### config.mk
export PLATFORM = sky130hd
export DESIGN_NAME = phase_sequencer
export DESIGN_NICKNAME = d
export VERILOG_FILES = /design/src/rtl/phase_sequencer_pkg.sv /design/src/rtl/button_debouncer.sv /design/src/rtl/phase_sequencer.sv
export SDC_FILE = /design/constraint.sdc
export NUM_CORES = 1
export LEC_CHECK = 0
export ABC_AREA = 1
export CELL_PAD_IN_SITES_DETAIL_PLACEMENT = 1
export CELL_PAD_IN_SITES_GLOBAL_PLACEMENT = 2
export CORE_ASPECT_RATIO = 1.2
export CORE_UTILIZATION = 33
export DETAILED_ROUTE_END_ITERATION = 8
export PLACE_DENSITY = 0.93
export SLEW_MARGIN = 20
export SYNTH_ARGS = -nofsm -noshare
export SYNTH_HDL_FRONTEND = slang
export SYNTH_SLANG_ARGS = --single-unit
### constraint.sdc
create_clock -name clock -period 5.1 [get_ports clock]
set_input_delay 1.02 -clock clock [delete_from_list [all_inputs] [get_ports clock]]
set_output_delay 1.02 -clock clock [all_outputs]
set_load 0.05 [all_outputs]
### src/rtl/phase_sequencer_pkg.sv
// Shared types and defaults for the phase sequencer.
package phase_sequencer_pkg;

    typedef enum logic [1:0] {
        STOPPED = 2'd0,
        RUN     = 2'd1,
        STEP    = 2'd2,
        HALTED  = 2'd3
    } seq_state_t;

    localparam int INSTR_COUNT_W = 16;

    localparam int DEF_NUM_PHASES      = 5;
    localparam int DEF_PHASE_CYCLES    = 2;
    localparam int DEF_PHASE_HIGH      = 1;
    localparam int DEF_DEBOUNCE_CYCLES = 255;

endpackage

### src/rtl/button_debouncer.sv
// Debounces one raw button: the level flips after DEBOUNCE_CYCLES consecutive
// differing samples; press is high on the sample that makes the level rise.
module button_debouncer
    import phase_sequencer_pkg::*;
#(
    parameter int DEBOUNCE_CYCLES = DEF_DEBOUNCE_CYCLES
) (
    input  logic clock,
    input  logic reset,
    input  logic raw,
    output logic level,
    output logic press
);

    localparam int CNT_W = $clog2(DEBOUNCE_CYCLES + 1);
    localparam logic [CNT_W-1:0] CNT_LAST = CNT_W'(DEBOUNCE_CYCLES - 1);

    logic [CNT_W-1:0] count;
    logic             flip;

    assign flip  = (raw != level) && (count == CNT_LAST);
    assign press = flip && raw;

    always_ff @(posedge clock) begin
        if (reset) begin
            level <= 1'b0;
            count <= '0;
        end else if (raw == level) begin
            count <= '0;
        end else if (flip) begin
            level <= raw;
            count <= '0;
        end else begin
            count <= count + CNT_W'(1);
        end
    end

endmodule

### src/rtl/phase_sequencer.sv
// Multi-phase clock sequencer: free-run, single-step and halt, stopping only at
// instruction boundaries. Define PHASESEQ_LIMIT_EN to add the instr_limit input.
module phase_sequencer
    import phase_sequencer_pkg::*;
#(
    parameter int NUM_PHASES      = DEF_NUM_PHASES,
    parameter int PHASE_CYCLES    = DEF_PHASE_CYCLES,
    parameter int PHASE_HIGH      = DEF_PHASE_HIGH,
    parameter int DEBOUNCE_CYCLES = DEF_DEBOUNCE_CYCLES
) (
    input  logic                          clock,
    input  logic                          reset,
    input  logic                          execbutton,
    input  logic                          stepbutton,
    input  logic                          haltin,
`ifdef PHASESEQ_LIMIT_EN
    input  logic [INSTR_COUNT_W-1:0]      instr_limit,
`endif
    output logic [NUM_PHASES-1:0]         phase_clk,
    output logic [$clog2(NUM_PHASES)-1:0] phase_index,
    output logic                          running,
    output logic                          halted,
    output logic [INSTR_COUNT_W-1:0]      instr_count
);

    localparam int IDX_W  = $clog2(NUM_PHASES);
    localparam int SLOT_W = $clog2(PHASE_CYCLES + 1);
    localparam logic [IDX_W-1:0]  IDX_LAST  = IDX_W'(NUM_PHASES - 1);
    localparam logic [SLOT_W-1:0] SLOT_LAST = SLOT_W'(PHASE_CYCLES - 1);
    localparam logic [SLOT_W-1:0] SLOT_HIGH = SLOT_W'(PHASE_HIGH);

    seq_state_t                 state, state_n;
    logic [SLOT_W-1:0]          slot, slot_n;
    logic [IDX_W-1:0]           index_n;
    logic [NUM_PHASES-1:0]      phase_clk_n;
    logic                       stop_req, stop_req_n;
    logic                       halt_req, halt_req_n;
    logic [INSTR_COUNT_W-1:0]   count_n, count_inc;
    logic                       exec_press, step_press;
    logic                       exec_level, step_level;
    logic                       levels_unused;
    logic                       limit_hit;
    logic                       halt_pending, stop_pending;

    button_debouncer #(.DEBOUNCE_CYCLES(DEBOUNCE_CYCLES)) u_exec_debounce (
        .clock (clock),
        .reset (reset),
        .raw   (execbutton),
        .level (exec_level),
        .press (exec_press)
    );

    button_debouncer #(.DEBOUNCE_CYCLES(DEBOUNCE_CYCLES)) u_step_debounce (
        .clock (clock),
        .reset (reset),
        .raw   (stepbutton),
        .level (step_level),
        .press (step_press)
    );

    assign levels_unused = exec_level ^ step_level;
    assign count_inc     = instr_count + INSTR_COUNT_W'(1);

`ifdef PHASESEQ_LIMIT_EN
    assign limit_hit = (instr_limit != '0) && (count_inc == instr_limit);
`else
    assign limit_hit = 1'b0;
`endif

    // Requests raised on the final cycle still take effect at that boundary.
    assign halt_pending = halt_req | haltin;
    assign stop_pending = stop_req | ((state == RUN) && exec_press);

    assign running = (state == RUN) || (state == STEP);
    assign halted  = (state == HALTED);

    always_comb begin
        state_n     = state;
        slot_n      = '0;
        index_n     = '0;
        stop_req_n  = stop_req;
        halt_req_n  = halt_req;
        count_n     = instr_count;
        phase_clk_n = '0;

        case (state)
            STOPPED: begin
                if (haltin)          state_n = HALTED;
                else if (exec_press) state_n = RUN;
                else if (step_press) state_n = STEP;
            end
            RUN, STEP: begin
                halt_req_n = halt_pending;
                stop_req_n = stop_pending;
                if (slot != SLOT_LAST) begin
                    slot_n  = slot + SLOT_W'(1);
                    index_n = phase_index;
                end else if (phase_index != IDX_LAST) begin
                    index_n = phase_index + IDX_W'(1);
                end else begin
                    count_n    = count_inc;
                    halt_req_n = 1'b0;
                    stop_req_n = 1'b0;
                    if (halt_pending)                       state_n = HALTED;
                    else if (stop_pending)                  state_n = STOPPED;
                    else if ((state == STEP) || limit_hit)  state_n = STOPPED;
                    else                                    state_n = RUN;
                end
            end
            HALTED: ;
            default: state_n = STOPPED;
        endcase

        // Phase enables are registered, so they are derived from next-state values.
        if (((state_n == RUN) || (state_n == STEP)) && (slot_n < SLOT_HIGH))
            phase_clk_n = NUM_PHASES'(1) << index_n;
    end

    always_ff @(posedge clock) begin
        if (reset) begin
            state       <= STOPPED;
            slot        <= '0;
            phase_index <= '0;
            phase_clk   <= '0;
            stop_req    <= 1'b0;
            halt_req    <= 1'b0;
            instr_count <= '0;
        end else begin
            state       <= state_n;
            slot        <= slot_n;
            phase_index <= index_n;
            phase_clk   <= phase_clk_n;
            stop_req    <= stop_req_n;
            halt_req    <= halt_req_n;
            instr_count <= count_n;
        end
    end

endmodule

==> results of run 1 <==
==> metrics by stage <==
step                hold slack [ns]  setup slack, ns  instances
floorplan                     0.430             2.66        297
global placement              0.439             2.15        409
detailed placement            0.455             2.08        409
CTS                           0.474             2.00        415
global route                  0.491             1.93        415
finish                        0.470             2.02        415
==> registers in the layout (all words and copies together), names as in the netlist <==
name,count
instr_count,16
u_exec_debounce.count,8
u_step_debounce.count,8
phase_clk,5
phase_index,3
slot,2
state,2
halt_req,1
stop_req,1
u_exec_debounce.level,1
u_step_debounce.level,1
==> final timing paths <==
check	start	to	slack, ns	cells past startpoint
max	state[1]	running	2.02	3
max reg2reg	state[1]	instr_count[14]	2.77	14
min	u_step_debounce.count[0]	u_step_debounce.count[0]	0.47	1
min reg2reg	u_step_debounce.count[0]	u_step_debounce.count[0]	0.47	1
==> final cells by class <==
cell class | count | area (um2)
multi-input cells | 207 | 1110
clock buffers | 5 | 68.8
flip-flops and latches | 48 | 961
inverters | 39 | 146
clock inverters | 1 | 30.0
well taps | 85 | 106
repair buffers | 30 | 300
fillers | 838 | 3760
==> per-layer routing <==
metal,vias up,routed length (um)
li1,1004,-
met1,909,2150
met2,21,2470
met3,4,120
met4,0,78
met5,-,0
==> cell families after synthesis <==
group	after synthesis	share of synthesized area, %
compound gates	31	7.73
flops	48	43.0
simple gates	155	31.9
buf+inv	42	7.23
fa+ha+maj	11	6.16
xor+xnor	10	3.92
==> synth_stat cells <==
library cell	count
a211oi_1	1
a21oi_1	17
a31o_2	1
a31oi_1	1
buf_1	1
buf_4	1
clkbuf_1	1
dfxtp_1	48
ha_1	11
inv_1	38
inv_2	1
nand2_1	56
nand2_2	4
nand3_1	18
nand4_1	4
nand4_4	1
nor2_1	52
nor2_2	3
nor2_4	2
nor3_1	7
nor3_2	1
nor3_4	1
nor3b_1	5
nor4_1	1
o211ai_1	1
o21a_1	1
o21ai_0	6
o21ai_1	2
o21ba_2	1
xnor2_1	6
xor2_1	4
==> worst max-delay path: stages, from the launching register on <==
cell	delay, ns
dfxtp_1	0.41
inv_1	0.11
ha_1	0.41
clkdlybuf4s50_1	0.84
==> power by group through the flow <==
stage                     Combinational, mW  Sequential [mW]  Clock [mW]
after floorplan                       0.169            0.436           0
after global placement                0.248            0.419           0
after detailed placement              0.251            0.420           0
after CTS                             0.252            0.411       0.273
after global routing                  0.279            0.414       0.284
final                                 0.249            0.411       0.260
==> results by group, run 1 <==
Yosys
  – Yosys reg bits: 48
  – Area of the mapped netlist: 2230 um2
  – Avg Inst Size Synth: 7.52 um2
  – Synthesized net count: 313
  – Register area share after synthesis: 43.0%
  – Synth top area share: 43.0%
  – Yosys top cell by area: dfxtp_1
  – Synth Warn #: 0
  – Cell count after synthesis: 297
  – Top cells by area, synth: dfxtp_1 43%, nand2_1 9.4%, nor2_1 8.7%, inv_1 6.4%, ha_1 6.2%
  – Unique cell type count in the Yosys netlist: 31

Die
  – Row cnt: 32
  – I/O pin cnt: 31
  – Initial core utilization: 34.4%
  – Die ar.: 7100 um2
  – Chip height: 92.1 um
  – Core ar.: 6490 um2
  – Die Span X: 77.1 um

STA
  – Slew headroom: 56.3%
  – Fin crit period: 3.08 ns
  – Final setup fails: 0
  – Sum of negative setup slack: 0 ns
  – Endpoints failing hold: 0
  – Max Freq: 324 MHz
  – RSZ-0062 raised after global routing: no
  – Final Cycle Share: 60.5%
  – Clock skew: 0.0102 ns
  – Worst-Margin Slew: 0.653 ns
  – Slew Viols, Final: 0

Global route
  – Antenna violations before repair: 0
  – Met3 Use GR: 2.39%
  – GR met2 Demand/Resource: 28.2%
  – Gr ovfl total: 0
  – Busiest grt layer: met2
  – Vias in the first global route: 1996
  – Gr usage total: 15.0%
  – Pin count of the biggest net entering global routing: 19
  – M1 GR Usage: 16.3%
  – Global-route wire length before repair: 8460 um

Power and ir drop
  – Sequential Power Share: 44.7%
  – Power, Total: 0.920 mW
  – Sw Ratio: 33.5%
  – Net switching power: 0.308 mW
  – Gate power share: 27.1%
  – Internal: 0.612 mW
  – Power density cells: 338 nW/um2
  – Leakage: 1.02 nW
  – Peak supply drop: 0.000240 V
  – Clk pwr share: 28.2%

Clock tree
  – Clk buf depth: 2
  – CTS buffer count: 5
  – Cts hold-fix bufs: 0
  – CTS H-tree lvls: 2
  – CTS root buf: clkbuf_8
  – Latest clock arrival within the worst-skew pair: 0.30 ns
  – Post_cts resized: 0
  – Sink Count: 48
  – Clock tree from TritonCTS: built
  – Post-CTS Setup Bufs: 0
  – Clk pin slew, worst setup/hold paths: 0.07 ns

Placement
  – PortBufs: 30
  – Dpl hpwl: 3790 um
  – Placed cell areas: 2630 um2
  – RePlAce Congestion: 0.737

Route
  – Total vias in the final route: 1938
  – WL final: 4820 um
  – DRC: 0
  – Drt via density: 4.67
  – Routed len/inst: 11.6 um
  – Post-route ant nets: 0
  – Iteration-0 DRC Markers: 31
  – 1st-pass router iterations: 4

Finish
  – Nets@finish: 347
  – Commonest non-fill, non-tap cell in the layout: nand2_1
  – Antenna cells: 0
  – Fin util: 42.0%
  – Layout cells sized above 1: 6.36%
  – Post-layout instance area: 2720 um2
  – Area Growth Syn to Fin: 22.0%
  – Commonest non-fill, non-tap cells in the layout: 56 x nand2_1, 52 x nor2_1, 48 x dfxtp_1, 38 x inv_1, 30 x clkdlybuf4s50_1

Min path
  – HP Class: reg -> reg

Worst setup path
  – CP startpoint kind: flip-flop
  – CP max FO: 5
  – Worst setup path class: reg -> out
  – Worst Path Arrival: 2.06 ns
  – Critical Path RT: 4.08 ns
  – CP Capture Type: primary output

Run status
  – Outcome: finished, final reports clean

Job
  – Max cap viols: 0
(Power assumes the default switching activity.)
==> inputs of run 2 (changes only) <==
--- a/config.mk
+++ b/config.mk
@@ -9,9 +9,9 @@
 export CELL_PAD_IN_SITES_DETAIL_PLACEMENT = 1
 export CELL_PAD_IN_SITES_GLOBAL_PLACEMENT = 2
 export CORE_ASPECT_RATIO = 1.2
-export CORE_UTILIZATION = 33
+export CORE_UTILIZATION = 28
 export DETAILED_ROUTE_END_ITERATION = 8
-export PLACE_DENSITY = 0.93
+export PLACE_DENSITY = 0.85
 export SLEW_MARGIN = 20
 export SYNTH_ARGS = -nofsm -noshare
 export SYNTH_HDL_FRONTEND = slang
==> constraint.sdc (replaced) <==
create_clock -name clock -period 2.49 [get_ports clock]
set_input_delay 0.498 -clock clock [delete_from_list [all_inputs] [get_ports clock]]
set_output_delay 0.498 -clock clock [all_outputs]
set_load 0.05 [all_outputs]
==> results by group, run 2 (synthesized netlist as in run 1, its figures left out) <==
Run status
  – Outcome: finished, final reports clean

Clock tree
  – Clk buf depth: 2
  – Post-CTS Setup Bufs: 0
  – Clock tree from TritonCTS: built
  – Latest clock arrival within the worst-skew pair: 0.32 ns
  – Post_cts resized: 0
  – Clk pin slew, worst setup/hold paths: 0.11 ns
  – Sink Count: 48
  – CTS H-tree lvls: 2
  – CTS buffer count: 5
  – Cts hold-fix bufs: 0
  – CTS root buf: clkbuf_8

Global route
  – Gr ovfl total: 0
  – Antenna violations before repair: 0
  – Global-route wire length before repair: 8760 um
  – Pin count of the biggest net entering global routing: 18
  – Vias in the first global route: 1988
  – Gr usage total: 13.2%

Finish
  – Biggest regs: instr_count x16, u_exec_debounce.count x8, u_step_debounce.count x8
  – Area Growth Syn to Fin: 23.7%
  – Reg with most FFs: instr_count
  – Fill cells: 951
  – Antenna cells: 0
  – Finished Layout Cells: 426
  – Commonest non-fill, non-tap cells in the layout: 56 x nand2_1, 52 x nor2_1, 48 x dfxtp_1, 38 x inv_1, 29 x clkdlybuf4s50_1
  – Multi-input gate area: 1110 um2
  – Layout cells sized above 1: 7.78%
  – FF/Latch Area: 961 um2
  – Post-layout instance area: 2760 um2
  – Commonest non-fill, non-tap cell in the layout: nand2_1
  – Fin util: 35.8%
  – Max reg flops: 16
  – Nets@finish: 349

Die
  – Core ar.: 7710 um2
  – Initial core utilization: 29.0%
  – Row cnt: 35
  – Chip height: 99.8 um
  – Die ar.: 8340 um2
  – Die Span X: 83.5 um
  – I/O pin cnt: 31

Min path
  – HP Start: instr_count[15]
  – HP Class: reg -> reg
  – Hold Path End: instr_count[15]
  – Hold Path Depth: 2

Worst setup path
  – Worst Path Arrival: 1.75 ns
  – Cells along the critical path: ha_1, clkdlybuf4s50_1
  – R2R Setup Slk: 0.28 ns
  – Worst setup path class: reg -> out
  – R2r startpoint: state[1]
  – R2R cell count: 14
  – Critical path's top delay family: buffers and inverters
  – CP max FO: 5
  – WP buf/inv: 1
  – Critical-path top delay cell: clkdlybuf4s50_1
  – CP Capture Type: primary output
  – CP startpoint kind: flip-flop
  – Worst r2r dst: instr_count[14]
  – Critical Path RT: 1.99 ns
  – Worst path max stage delay: 0.82 ns

Route
  – 1st-pass router iterations: 4
  – DRC: 0
  – WL final: 5040 um
  – Iteration-0 DRC Markers: 45
  – Routed len/inst: 11.8 um
  – Drt via density: 4.52
  – Post-route ant nets: 0
  – Total vias in the final route: 1927

Job
  – Max cap viols: 0

STA
  – Max Freq: 445 MHz
  – Slew headroom: 66.3%
  – RSZ-0062 raised after global routing: no
  – Slew Viols, Final: 0
  – Final Hold Slack: 0.487 ns
  – Worst-Margin Slew: 0.504 ns
  – Clock skew: 0.0189 ns
  – Fin crit period: 2.25 ns
  – Final setup fails: 0
  – Final Cycle Share: 90.3%
  – Endpoints failing hold: 0
  – Sum of negative setup slack: 0 ns
  – Fin worst setup slack: 0.241 ns

Placement
  – Placed insts: 418
  – Dpl hpwl: 3920 um
  – Placed cell areas: 2650 um2
  – DP Worst Slack: 0.238 ns
  – RePlAce Congestion: 0.746
  – PortBufs: 30

Power and ir drop
  – Power density cells: 700 nW/um2
  – Leakage: 1.04 nW
  – Peak supply drop: 0.000265 V
  – Power, Total: 1.93 mW
-- run 2: cell type report --
cell class | count | area share, %
Sequential cell | 48 | 34.8
Inverter | 39 | 5.30
Clock inverter | 3 | 1.72
Clock buffer | 5 | 2.49
Tap cell | 92 | 4.17
Multi-Input combinational cell | 207 | 40.2
Timing Repair Buffer | 32 | 11.3
-- run 2: worst max-delay path by stage --
| stage | startpoint | end | depth (start not counted) |
|---|---|---|---|
| after global placement | state[1] | instr_count[14] | 13 |
| after detailed placement | state[1] | instr_count[14] | 14 |
| after global routing | state[1] | instr_count[14] | 14 |
| after CTS | state[1] | halted | 2 |
| final | state[1] | halted | 2 |
| after floorplan | state[1] | instr_count[14] | 13 |
-- run 2: routing by layer --
metal,vias to the layer above,wire [um],track usage [%]
li1,1014,-,-
met1,886,2210,14.5
met2,22,2560,24.4
met3,5,190,3.37
met4,0,79,5.08
met5,-,0,0
-- run 2: where the power goes --
| part | switching, mW | leakage, nW | internal, mW |
|---|---|---|---|
| registers | 0.0357 | 0.388 | 0.806 |
| logic | 0.350 | 0.594 | 0.156 |
| clock network | 0.283 | 0.0583 | 0.303 |
| total | 0.668 | 1.04 | 1.26 |
-- run 2: worst register-to-register path, cell delays in order, from the launching register on --
cell	delay [ns]
dfxtp_1	0.40
inv_1	0.10
ha_1	0.38
inv_2	0.11
nor3_4	0.26
nand2_2	0.12
nor2_4	0.15
nand4_4	0.11
nor2_4	0.13
nand2_2	0.07
nor2_2	0.10
nand2_1	0.08
nand2_1	0.06
nand2_1	0.04
nor2_1	0.07
==> inputs of run 3 (changes only) <==
--- a/config.mk
+++ b/config.mk
@@ -9,10 +9,12 @@
 export CELL_PAD_IN_SITES_DETAIL_PLACEMENT = 1
 export CELL_PAD_IN_SITES_GLOBAL_PLACEMENT = 2
 export CORE_ASPECT_RATIO = 1.2
-export CORE_UTILIZATION = 28
+export CORE_UTILIZATION = 29
+export CTS_CLUSTER_DIAMETER = 150
 export DETAILED_ROUTE_END_ITERATION = 8
 export PLACE_DENSITY = 0.85
 export SLEW_MARGIN = 20
 export SYNTH_ARGS = -nofsm -noshare
 export SYNTH_HDL_FRONTEND = slang
+export SYNTH_HIERARCHICAL = 1
 export SYNTH_SLANG_ARGS = --single-unit
==> results by group, run 3 <==
Worst setup path
  – Critical path's top delay family: buffers and inverters
  – Worst setup path class: reg -> out
  – WP buf/inv: 1
  – Cells along the critical path: ha_1, clkdlybuf4s50_1
  – Worst path max stage delay: 0.81 ns
  – CP startpoint kind: flip-flop
  – Critical-path top delay cell: clkdlybuf4s50_1
  – Critical Path RT: 1.99 ns
  – CP Capture Type: primary output
  – Worst Path Arrival: 1.76 ns
  – CP max FO: 5

STA
  – Final Cycle Share: 90.9%
  – RSZ-0062 raised after global routing: no
  – Slew Viols, Final: 0
  – Final setup fails: 0
  – Clock skew: 0.00569 ns
  – Endpoints failing hold: 0
  – Fin worst setup slack: 0.227 ns
  – Max Freq: 442 MHz
  – Final Hold Slack: 0.472 ns
  – Fin crit period: 2.26 ns
  – Slew headroom: 66.1%
  – Worst-Margin Slew: 0.508 ns
  – Sum of negative setup slack: 0 ns

Route
  – WL final: 5310 um
  – Total vias in the final route: 2101
  – Iteration-0 DRC Markers: 41
  – Post-route ant nets: 0
  – DRC: 0
  – 1st-pass router iterations: 4
  – Drt via density: 4.47
  – Routed len/inst: 11.3 um

Job
  – Max cap viols: 0

Finish
  – Max reg flops: 16
  – Post-layout instance area: 3050 um2
  – Reg with most FFs: instr_count
  – Biggest regs: instr_count x16, u_exec_debounce/count x8, u_step_debounce/count x8
  – FF/Latch Area: 961 um2
  – Multi-input gate area: 1320 um2
  – Commonest non-fill, non-tap cell in the layout: nand2_1
  – Antenna cells: 0
  – Layout cells sized above 1: 16.3%
  – Area Growth Syn to Fin: 23.9%
  – Commonest non-fill, non-tap cells in the layout: 65 x nand2_1, 48 x dfxtp_1, 39 x inv_1, 35 x nor2_1, 29 x clkdlybuf4s50_1
  – Nets@finish: 371
  – Fill cells: 1034

Die
  – Initial core utilization: 30.0%
  – I/O pin cnt: 31
  – Row cnt: 36
  – Chip height: 103 um
  – Die ar.: 8860 um2
  – Core ar.: 8200 um2
  – Die Span X: 86.1 um

Yosys
  – Unique cell type count in the Yosys netlist: 35
  – Main synth FF type: dfxtp_1
  – Top cells by area, synth: dfxtp_1 39%, nand2_1 9.9%, inv_1 5.9%, ha_1 5.6%, nor2_1 5.3%
  – Synth top area share: 39.0%
  – Register area share after synthesis: 39.0%
  – Yosys reg bits: 48
  – Yosys top cell by area: dfxtp_1
  – Ys async rst share: 0%
  – Cell count after synthesis: 317
  – Top-count cell post-synth: nand2_1
  – Synth Warn #: 6
  – Top cell types by occurrence after synthesis: 65 x nand2_1, 48 x dfxtp_1, 39 x inv_1
  – Area of the mapped netlist: 2460 um2
  – Number of synthesized flops with an enable pin: 0
  – Avg Inst Size Synth: 7.77 um2
  – Synthesized net count: 333

Global route
  – Gr ovfl total: 0
  – Antenna violations before repair: 0
  – Pin count of the biggest net entering global routing: 16
  – Gr usage total: 13.4%
  – Global-route wire length before repair: 9540 um
  – Vias in the first global route: 2212

Power and ir drop
  – Leakage: 1.16 nW
  – Peak supply drop: 0.000318 V
  – Power, Total: 2.08 mW
  – Power density cells: 682 nW/um2

Clock tree
  – Sink Count: 48
  – Cts hold-fix bufs: 0
  – CTS buffer count: 5
  – Clock tree from TritonCTS: built
  – Clk buf depth: 2
  – Latest clock arrival within the worst-skew pair: 0.31 ns
  – CTS H-tree lvls: 2
  – Clk pin slew, worst setup/hold paths: 0.09 ns
  – Post-CTS Setup Bufs: 0
  – Post_cts resized: 0
  – CTS root buf: clkbuf_8

Min path
  – HP Class: reg -> reg

Run status
  – Outcome: finished, final reports clean

Placement
  – RePlAce Congestion: 0.739
  – Placed cell areas: 2930 um2
  – Dpl hpwl: 4110 um
  – DP Worst Slack: 0.0438 ns
  – PortBufs: 30
run 3: changes by cell type after synthesis, moves of 4 or more:
cell / before / now
nand3_1: 18 / 11
o21ai_0: 6 / 12
nor2_1: 52 / 35
nand3_2: 0 / 5
a21oi_2: 0 / 6
nor3b_1: 5 / 1
nand2_1: 56 / 65
nor2_2: 3 / 15
run 3: path summary, 6_finish.rpt:
kind | start | to | slack, ns | cells past startpoint
max reg2reg | state[1] | instr_count[11] | 0.31 | 10
max | state[1] | halted | 0.23 | 2
min | slot[1] | slot[1] | 0.47 | 2
min reg2reg | slot[1] | slot[1] | 0.47 | 2
run 3: cells by family after synthesis:
logic type                 synth area share, %
DFF                                       39.0
AOI/OAI and AO/OA                         9.20
adders and majority gates                 5.59
and+or+nand+nor                           35.4
xor gates and xnor gates                  3.56
buffers and inverters                     7.22
run 3: worst min-delay path, delay by kind of cell (launching register included):
kind                   cells  cell delay [ns]
buffers and inverters      1             0.06
DFF                        1             0.33
and+or+nand+nor            1             0.05
run 3: per-stage QoR:
| step | util, % | instances |
|---|---|---|
| floorplan | - | 317 |
| global route | 37.2 | 470 |
| CTS | 37.2 | 470 |
| finish | 37.2 | 470 |
| detailed placement | 35.7 | 462 |
| global placement | 35.7 | 462 |
run 3: layout make-up:
cell class / count / area share, %
multi-input cells: 225 / 43.4
flip-flops and latches: 48 / 31.5
repair buffers: 35 / 11.4
inverters: 40 / 5.08
well taps: 114 / 4.67
clock buffers: 6 / 2.71
clock inverters: 2 / 1.27
run 3: report_power, final:
group	internal [mW]	switching [mW]
sequential	0.810	0.0346
clock	0.329	0.274
combinational	0.226	0.408
total	1.36	0.717
run 3: layer usage:
| metal | vias to the layer above | part of all wire, % | routed length (um) | global-route usage, % |
|---|---|---|---|---|
| met5 | - | 0 | 0 | 0 |
| met4 | 0 | 1.5 | 77 | 4.62 |
| met3 | 7 | 2.4 | 129 | 2.40 |
| met2 | 24 | 50 | 2680 | 25.1 |
| met1 | 987 | 46 | 2420 | 15.3 |
| li1 | 1083 | - | - | - |
